### src/rtl/usb_ep_pkg.sv
// rtl/usb_ep_pkg.sv - shared types and helpers for the CDC serial USB endpoints
package usb_ep_pkg;

  typedef enum logic [2:0] {
    ST_IDLE     = 3'd0,
    ST_REQ      = 3'd1,
    ST_FILL     = 3'd2,
    ST_DONE     = 3'd3,
    ST_WAIT_ACK = 3'd4
  } ep_state_e;

  // Full-speed bulk endpoints only allow these payload sizes.
  function automatic bit max_pkt_legal(input int n);
    return (n == 8) || (n == 16) || (n == 32) || (n == 64);
  endfunction

  function automatic int ep_clog2(input int n);
    int r;
    r = 0;
    for (int v = n - 1; v > 0; v = v >> 1) r++;
    return r;
  endfunction

endpackage

### src/rtl/usb_uart_in_pkt_ep_if.sv
// rtl/usb_uart_in_pkt_ep_if.sv - PE IN-slot and UART byte-stream signals of the IN endpoint
interface usb_uart_in_pkt_ep_if;
  logic       in_ep_req;
  logic       in_ep_grant;
  logic       in_ep_data_free;
  logic       in_ep_data_put;
  logic [7:0] in_ep_data;
  logic       in_ep_data_done;
  logic       in_ep_stall;
  logic       in_ep_acked;
  logic [7:0] uart_in_data;
  logic       uart_in_valid;
  logic       uart_in_ready;

  // master: the endpoint; slave: PE plus user byte source
  modport master (
    output in_ep_req, in_ep_data_put, in_ep_data, in_ep_data_done, in_ep_stall, uart_in_ready,
    input  in_ep_grant, in_ep_data_free, in_ep_acked, uart_in_data, uart_in_valid
  );

  modport slave (
    input  in_ep_req, in_ep_data_put, in_ep_data, in_ep_data_done, in_ep_stall, uart_in_ready,
    output in_ep_grant, in_ep_data_free, in_ep_acked, uart_in_data, uart_in_valid
  );
endinterface

### src/rtl/usb_sync_fifo.sv
// rtl/usb_sync_fifo.sv - single-clock FIFO with level/full/empty and combinational head read
module usb_sync_fifo #(
  parameter int WIDTH = 8,
  parameter int DEPTH = 64
) (
  input  logic                     clk,
  input  logic                     i_rst,
  input  logic                     i_wr_en,
  input  logic [WIDTH-1:0]         i_wr_data,
  input  logic                     i_rd_en,
  output logic [WIDTH-1:0]         o_rd_data,
  output logic [$clog2(DEPTH):0]   o_level,
  output logic                     o_full,
  output logic                     o_empty
);
  localparam int AW = $clog2(DEPTH);
  localparam logic [AW:0] FULL_LVL = (AW + 1)'(DEPTH);

  logic [WIDTH-1:0] r_mem [DEPTH];
  logic [AW-1:0]    r_wr_ptr;
  logic [AW-1:0]    r_rd_ptr;
  logic [AW:0]      r_level;
  logic             w_wr;
  logic             w_rd;

  assign w_wr      = i_wr_en && !o_full;
  assign w_rd      = i_rd_en && !o_empty;
  assign o_full    = (r_level == FULL_LVL);
  assign o_empty   = (r_level == '0);
  assign o_level   = r_level;
  assign o_rd_data = r_mem[r_rd_ptr];

  always_ff @(posedge clk) begin
    if (w_wr) r_mem[r_wr_ptr] <= i_wr_data;
  end

  // Pointers wrap naturally because DEPTH is a power of two.
  always_ff @(posedge clk) begin
    if (i_rst) begin
      r_wr_ptr <= '0;
      r_rd_ptr <= '0;
      r_level  <= '0;
    end else begin
      if (w_wr) r_wr_ptr <= r_wr_ptr + AW'(1);
      if (w_rd) r_rd_ptr <= r_rd_ptr + AW'(1);
      case ({w_wr, w_rd})
        2'b10:   r_level <= r_level + (AW + 1)'(1);
        2'b01:   r_level <= r_level - (AW + 1)'(1);
        default: r_level <= r_level;
      endcase
    end
  end
endmodule

### src/rtl/usb_uart_in_pkt_ep.sv
// rtl/usb_uart_in_pkt_ep.sv - UART->host IN endpoint packing a byte FIFO into IN packets
// Optional zero-length packet after a full final packet: define USB_IN_EP_ZLP_EN.
module usb_uart_in_pkt_ep
  import usb_ep_pkg::*;
#(
  parameter int FIFO_DEPTH    = 64,
  parameter int MAX_PKT       = 32,
  parameter int FLUSH_TIMEOUT = 48000
) (
  input  logic                          clk,
  input  logic                          reset,
  input  logic                          usb_reset,
  usb_uart_in_pkt_ep_if.master          ep_if,
  output logic [$clog2(FIFO_DEPTH):0]   o_fifo_level
);
  localparam int LW = $clog2(FIFO_DEPTH) + 1;
  localparam int PW = $clog2(MAX_PKT) + 1;
  localparam int TW = ep_clog2(FLUSH_TIMEOUT + 1);
  localparam logic [LW-1:0] MAX_PKT_LW = LW'(MAX_PKT);
  localparam logic [PW-1:0] MAX_PKT_PW = PW'(MAX_PKT);
  localparam logic [TW-1:0] TIMEOUT_TW = TW'(FLUSH_TIMEOUT);

  ep_state_e       r_state;
  ep_state_e       w_next;
  logic [PW-1:0]   r_pkt_len;
  logic [PW-1:0]   r_byte_cnt;
  logic [TW-1:0]   r_timer;
  logic [LW-1:0]   w_level;
  logic [PW-1:0]   w_take;
  logic [7:0]      w_head;
  logic            w_rst;
  logic            w_wr;
  logic            w_full;
  logic            w_empty;
  logic            w_grant_ok;
  logic            w_put;
  logic            w_last;
  logic            w_timeout;
  logic            w_zlp;

  assign w_rst      = reset || usb_reset;
  assign w_wr       = ep_if.uart_in_valid && !w_full;
  assign w_grant_ok = ep_if.in_ep_grant && ep_if.in_ep_data_free;
  assign w_timeout  = (r_timer == TIMEOUT_TW);
  assign w_put      = (r_state == ST_FILL) && w_grant_ok && (r_byte_cnt < r_pkt_len);
  assign w_last     = w_put && (r_byte_cnt + PW'(1) == r_pkt_len);
  assign w_take     = (w_level >= MAX_PKT_LW) ? MAX_PKT_PW : w_level[PW-1:0];
  assign o_fifo_level = w_level;

  usb_sync_fifo #(
    .WIDTH (8),
    .DEPTH (FIFO_DEPTH)
  ) u_fifo (
    .clk       (clk),
    .i_rst     (w_rst),
    .i_wr_en   (ep_if.uart_in_valid),
    .i_wr_data (ep_if.uart_in_data),
    .i_rd_en   (w_put),
    .o_rd_data (w_head),
    .o_level   (w_level),
    .o_full    (w_full),
    .o_empty   (w_empty)
  );

`ifdef USB_IN_EP_ZLP_EN
  logic r_zlp_pending;

  // Armed when a full-size packet drains the FIFO; any new byte cancels it.
  always_ff @(posedge clk) begin
    if (w_rst || w_wr) begin
      r_zlp_pending <= 1'b0;
    end else if (w_last && (r_pkt_len == MAX_PKT_PW) && (w_level == LW'(1))) begin
      r_zlp_pending <= 1'b1;
    end else if ((r_state == ST_REQ) && w_grant_ok) begin
      r_zlp_pending <= 1'b0;
    end
  end
  assign w_zlp = r_zlp_pending;
`else
  assign w_zlp = 1'b0;
`endif

  always_ff @(posedge clk) begin
    if (w_rst || w_wr || (w_next != ST_IDLE)) begin
      r_timer <= '0;
    end else if ((!w_empty || w_zlp) && !w_timeout) begin
      r_timer <= r_timer + TW'(1);
    end
  end

  always_ff @(posedge clk) begin
    if (w_rst) begin
      r_pkt_len  <= '0;
      r_byte_cnt <= '0;
    end else if ((r_state == ST_REQ) && w_grant_ok) begin
      r_pkt_len  <= w_take;
      r_byte_cnt <= '0;
    end else if (w_put) begin
      r_byte_cnt <= r_byte_cnt + PW'(1);
    end
  end

  always_ff @(posedge clk) begin
    if (w_rst) r_state <= ST_IDLE;
    else       r_state <= w_next;
  end

  always_comb begin
    w_next = r_state;
    case (r_state)
      ST_IDLE: begin
        if ((w_level >= MAX_PKT_LW) || (w_timeout && (!w_empty || w_zlp))) w_next = ST_REQ;
      end
      // An empty FIFO here can only mean a zero-length packet.
      ST_REQ: begin
        if (w_grant_ok) w_next = w_empty ? ST_DONE : ST_FILL;
      end
      ST_FILL: begin
        if (w_last) w_next = ST_DONE;
      end
      ST_DONE: w_next = ST_WAIT_ACK;
      ST_WAIT_ACK: begin
        if (ep_if.in_ep_acked) w_next = ST_IDLE;
      end
      default: w_next = ST_IDLE;
    endcase
  end

  always_comb begin
    ep_if.in_ep_req       = 1'b0;
    ep_if.in_ep_data_put  = w_put;
    ep_if.in_ep_data      = 8'h00;
    ep_if.in_ep_data_done = 1'b0;
    ep_if.in_ep_stall     = 1'b0;
    ep_if.uart_in_ready   = !w_full;
    case (r_state)
      ST_REQ:  ep_if.in_ep_req = 1'b1;
      ST_FILL: begin
        ep_if.in_ep_req  = 1'b1;
        ep_if.in_ep_data = w_head;
      end
      ST_DONE: begin
        ep_if.in_ep_req       = 1'b1;
        ep_if.in_ep_data_done = 1'b1;
      end
      default: ;
    endcase
  end
endmodule

### src/flat_wrapper.sv
// flat-port wrapper written by rule: the top's interface ports become plain ports
module usb_uart_in_pkt_ep_flat import usb_ep_pkg::*;
#(
  parameter int FIFO_DEPTH    = 64,
  parameter int MAX_PKT       = 32,
  parameter int FLUSH_TIMEOUT = 48000
)
  (clk, reset, usb_reset, o_fifo_level, ep_if_in_ep_req, ep_if_in_ep_data_put, ep_if_in_ep_data, ep_if_in_ep_data_done, ep_if_in_ep_stall, ep_if_uart_in_ready, ep_if_in_ep_grant, ep_if_in_ep_data_free, ep_if_in_ep_acked, ep_if_uart_in_data, ep_if_uart_in_valid);
  usb_uart_in_pkt_ep_if ep_if_i ();
  input  logic clk;
  input  logic reset;
  input  logic usb_reset;
  output logic [$clog2(FIFO_DEPTH):0] o_fifo_level;
  output wire logic [$bits(ep_if_i.in_ep_req)-1:0] ep_if_in_ep_req;
  output wire logic [$bits(ep_if_i.in_ep_data_put)-1:0] ep_if_in_ep_data_put;
  output wire logic [$bits(ep_if_i.in_ep_data)-1:0] ep_if_in_ep_data;
  output wire logic [$bits(ep_if_i.in_ep_data_done)-1:0] ep_if_in_ep_data_done;
  output wire logic [$bits(ep_if_i.in_ep_stall)-1:0] ep_if_in_ep_stall;
  output wire logic [$bits(ep_if_i.uart_in_ready)-1:0] ep_if_uart_in_ready;
  input wire logic [$bits(ep_if_i.in_ep_grant)-1:0] ep_if_in_ep_grant;
  input wire logic [$bits(ep_if_i.in_ep_data_free)-1:0] ep_if_in_ep_data_free;
  input wire logic [$bits(ep_if_i.in_ep_acked)-1:0] ep_if_in_ep_acked;
  input wire logic [$bits(ep_if_i.uart_in_data)-1:0] ep_if_uart_in_data;
  input wire logic [$bits(ep_if_i.uart_in_valid)-1:0] ep_if_uart_in_valid;
  assign ep_if_in_ep_req = ep_if_i.in_ep_req;
  assign ep_if_in_ep_data_put = ep_if_i.in_ep_data_put;
  assign ep_if_in_ep_data = ep_if_i.in_ep_data;
  assign ep_if_in_ep_data_done = ep_if_i.in_ep_data_done;
  assign ep_if_in_ep_stall = ep_if_i.in_ep_stall;
  assign ep_if_uart_in_ready = ep_if_i.uart_in_ready;
  assign ep_if_i.in_ep_grant = ep_if_in_ep_grant;
  assign ep_if_i.in_ep_data_free = ep_if_in_ep_data_free;
  assign ep_if_i.in_ep_acked = ep_if_in_ep_acked;
  assign ep_if_i.uart_in_data = ep_if_uart_in_data;
  assign ep_if_i.uart_in_valid = ep_if_uart_in_valid;
  usb_uart_in_pkt_ep #(.FIFO_DEPTH(FIFO_DEPTH), .MAX_PKT(MAX_PKT), .FLUSH_TIMEOUT(FLUSH_TIMEOUT)) u_core (.clk(clk), .reset(reset), .usb_reset(usb_reset), .ep_if(ep_if_i), .o_fifo_level(o_fifo_level));
endmodule
### config.mk
export PLATFORM = sky130hd
export DESIGN_NAME = usb_uart_in_pkt_ep_flat
export DESIGN_NICKNAME = d
export VERILOG_FILES = /design/src/rtl/usb_ep_pkg.sv /design/src/rtl/usb_uart_in_pkt_ep_if.sv /design/src/rtl/usb_sync_fifo.sv /design/src/rtl/usb_uart_in_pkt_ep.sv /design/src/flat_wrapper.sv
export SDC_FILE = /design/constraint.sdc
export NUM_CORES = 1
export LEC_CHECK = 0
export ABC_AREA = 0
export CORE_UTILIZATION = 45
export DETAILED_ROUTE_END_ITERATION = 6
export GPL_TIMING_DRIVEN = 0
export PLACE_DENSITY_LB_ADDON = 0.15
export SYNTH_ARGS = -nofsm -noshare
export SYNTH_HDL_FRONTEND = slang
export SYNTH_SLANG_ARGS = --single-unit
### constraint.sdc
create_clock -name clk -period 7.9 [get_ports clk]
set_input_delay 1.58 -clock clk [delete_from_list [all_inputs] [get_ports clk]]
set_output_delay 1.58 -clock clk [all_outputs]
set_load 0.01 [all_outputs]
==> summary.md <==
| Metric | Value |
|---|---|
| Status | `completed` |
| First-pass iteration count of the detailed router | `6` |
| Share of layout cells above drive strength 1 | `19.4%` |
| Initial core utilization | `45.6%` |
| Max Cap Violations | `0` |
| Final Hold Fails | `0` |
| RSZ-0062 raised after global routing | `no` |
| DP Wirelength | `38.2 mm` |
| Clk buf depth | `3` |
| Max Freq | `163 MHz` |
| Worst Hold Path Cells | `2` |
| Worst-Margin Slew | `1.16 ns` |
| Post-Syn Instances | `1,281` |
| Synthesized Nets | `1,310` |
| P&R area growth vs syn | `13.8%` |
| Num rows | `82` |
| Die height | `227 um` |
| CTS tree | `yes` |
| Number of synthesized flops with an enable pin | `512` |
| Synth Register Bits | `568` |
| Slew HR | `22.4%` |
| Critical path type | `reg2out` |
| Clock transition at path regs | `0.06 ns` |
| Ys async rst share | `0%` |
| Leak | `0.00789 uW` |
| Peak supply drop | `0.000186 V` |
| Crit path capture type | `primary output` |
| Post-DP Area | `24,200 um^2` |
| Clock root buffer | `clkbuf_16` |
| Largest net degree at the start of global routing | `53` |
| Clk Latency, worst-skew pair | `0.62 ns` |
| Worst hold margin | `0.491 ns` |
| Routability cong. | `0.870` |
| Startpoint types | `register` |
| Synth Cell Area | `22,900 um^2` |
| Port-buffer cells | `33` |
| # H-tree levels | `2` |
| Number of global-route vias before repair | `12,300` |
| Crit Reg-Reg Startpoint | `u_core.r_state[1]$_SDFF_PP0_` |
| Seq/Total Area, Yosys | `72.1%` |
| Die ar. | `51,700 um^2` |
| Hold Crit Class | `reg2reg` |
| Post-CTS Setup Bufs | `0` |
| Setup_tns | `0 ns` |
| R2r setup slk | `3.82 ns` |
| Hold endpoint | `u_core.u_fifo.r_rd_ptr[5]$_SDFFE_PP0N_` |
| Mean Syn Cell Area | `17.8 um^2` |
| Clock buffer count from CTS | `58` |
| Worst hold start | `u_core.u_fifo.r_rd_ptr[5]$_SDFFE_PP0N_` |
| Post-route DRC | `0` |
| Tcrit/Tclk final | `77.9%` |
| Total GRT Usage | `23.2%` |
| DIE WIDTH | `227 um` |
| Post-cts sizing count | `0` |
| Post-layout min period | `6.15 ns` |
| Post-Route WL | `58.2 mm` |
| R2R Path End | `u_core.u_fifo.o_level[6]$_SDFFE_PP0P_` |
| Total setup violations reported at the end of the flow | `0` |
| Pwr Density | `234 nW/um^2` |
| Cell count after placement | `1,994` |
| CORE AREA | `50,200 um^2` |
| Final Non-Filler Cells | `2,102` |
| Worst Clk Skew | `0.0236 ns` |
| Layout net count | `1,411` |
| Wirelength per Cell | `27.7 um` |
| Diode count | `0` |
| Critical path required time | `6.32 ns` |
| Synth cell types | `63` |
| Yosys Warn Count | `0` |
| Global-route wire length before repair | `84.2 mm` |
| ANT nets after route | `0` |
| Critical path arrival | `4.57 ns` |
| Fin. max-slew vios | `0` |
| Post-Layout Inst Area | `26,000 um^2` |
| Initial antenna violation count | `0` |
| Hold_buf cts | `0` |
| Top_reg_cell synth | `edfxtp_1` |
| Crit Path Max Fanout | `10` |
| Vias/cell | `5.87` |
| Vias | `12,300` |
| Clock Sinks | `568` |
| Worst r2r path cells | `14` |
| DRT iter0 DRCs | `1,172` |
| GRT overflow | `0` |
| # IOs | `35` |
[per-stage QoR]
step | util (%) | worst slack (ns) | power [uW]
final | 51.9 | 1.75 | 6080
after detailed placement | 48.1 | 2.49 | 3430
after global routing | 51.9 | 1.68 | 6240
after CTS | 51.9 | 1.84 | 6120
after global placement | 47.9 | 2.48 | 3430
after floorplan | - | 3.68 | 3360
[cells in the mapped netlist (all sizes together), types with 5 or more instances]
cell type	number	area share [%]
inv	13	0.21
xnor2	21	0.80
or3	13	0.36
nand4	10	0.27
nand3	27	0.63
o311ai	5	0.29
o21ai	20	0.44
or4	6	0.20
edfxtp	512	67
buf	44	0.98
nand3b	5	0.20
a21oi	25	0.55
o41ai	6	0.23
o22ai	13	0.36
or3b	5	0.20
a22oi	6	0.20
nor4	5	0.14
and2	7	0.19
or2	5	0.14
nor2	117	1.9
ha	14	0.77
a211oi	12	0.39
nand2b	11	0.30
dfxtp	56	4.9
mux4	128	13
xor2	12	0.46
nand2	49	0.80
o221ai	6	0.23
nor2b	13	0.36
clkbuf	27	0.44
nor3	19	0.44
mux2i	25	1.1
[layout by cell type, fill, tap and decap left out, types with 7 or more instances in the layout]
master | Yosys | final
nand4_1 | 10 | 10
buf_2 | 32 | 40
nor2_1 | 117 | 117
edfxtp_1 | 512 | 512
clkdlybuf4s50_1 | 0 | 25
o21ai_0 | 20 | 20
mux2i_1 | 25 | 25
inv_1 | 12 | 12
clkbuf_1 | 27 | 48
buf_1 | 8 | 8
dfxtp_1 | 56 | 56
clkbuf_16 | 0 | 61
a21oi_1 | 25 | 25
mux4_2 | 128 | 128
o22ai_1 | 13 | 13
xnor2_1 | 21 | 21
nand2b_1 | 11 | 11
clkinv_1 | 1 | 11
nand2_1 | 49 | 49
xor2_1 | 12 | 12
clkinv_2 | 0 | 8
ha_1 | 14 | 14
buf_12 | 0 | 8
or3_1 | 13 | 13
and2_1 | 7 | 7
nor3_1 | 18 | 18
a211oi_1 | 12 | 12
nor2b_1 | 13 | 13
nand3_1 | 25 | 25
[registers in the layout, indices dropped and copies added, names as in the netlist, named ones only]
name / cells
u_core.u_fifo.o_level: 7
u_core.r_timer: 16
u_core.r_pkt_len: 6
u_core.u_fifo.r_wr_ptr: 6
u_core.r_state: 3
u_core.u_fifo.r_rd_ptr: 6
u_core.u_fifo.r_mem: 512
u_core.r_byte_cnt: 6
[critical path: stages, from the launching register on]
cell and delay, ns:
dfxtp_1 0.30, buf_2 0.28, buf_1 0.66, clkbuf_1 0.76, mux2i_1 0.21, a221oi_1 0.63, nand2_1 0.29, o41ai_1 0.18
clkdlybuf4s50_1 0.63
[final cells by class]
type	instances	area [um^2]
flip-flops and latches	568	16500
multi-input cells	628	5990
clock inverters	25	244
well taps	672	841
clock buffers	83	1620
inverters	14	52.6
plain buffers	71	325
fillers	4107	24200
repair buffers	41	450
[per-layer routing]
metal	part of all wire, %	global-route usage [%]	up-vias
li1	-	-	5355
met1	43	32.1	6450
met2	48	37.1	418
met4	2.9	7.10	0
met3	6.3	4.54	115
met5	0	0	-
[how the worst max path moves through the flow]
stage / from / slack [ns] / depth (start not counted) / end
finish: register / 1.75 / 8 / ep_if_in_ep_data[4]
global route: register / 1.68 / 8 / ep_if_in_ep_data[1]
CTS: register / 1.84 / 8 / ep_if_in_ep_data[1]
detailed placement: register / 2.49 / 8 / ep_if_in_ep_data[4]
global placement: ep_if_in_ep_grant / 2.48 / 15 / u_core.u_fifo.o_level[6]$_SDFFE_PP0P_
floorplan: ep_if_in_ep_grant / 3.68 / 14 / u_core.u_fifo.o_level[6]$_SDFFE_PP0P_
[cells by family (layout without fill, tap and decap cells)]
kind of cell | count (synthesis) | in the layout | share of synthesized area (%)
mux | 153 | 153 | 13.7
other cells | 1 | 1 | 0.0164
buf+inv | 85 | 234 | 1.65
compound gates | 124 | 124 | 3.95
simple gates | 303 | 303 | 6.51
xor+xnor | 33 | 33 | 1.26
fa+ha+maj | 14 | 14 | 0.766
flops | 568 | 568 | 72.1
[where the power goes]
group	internal [uW]	leakage, uW	switching, uW	total [uW]
sequential	3280	0.00506	1.79	3280
combinational	23.1	0.00193	69.9	93.0
clock	1580	0.000906	1130	2710
No activity file was read; power rests on OpenSTA's default activity.
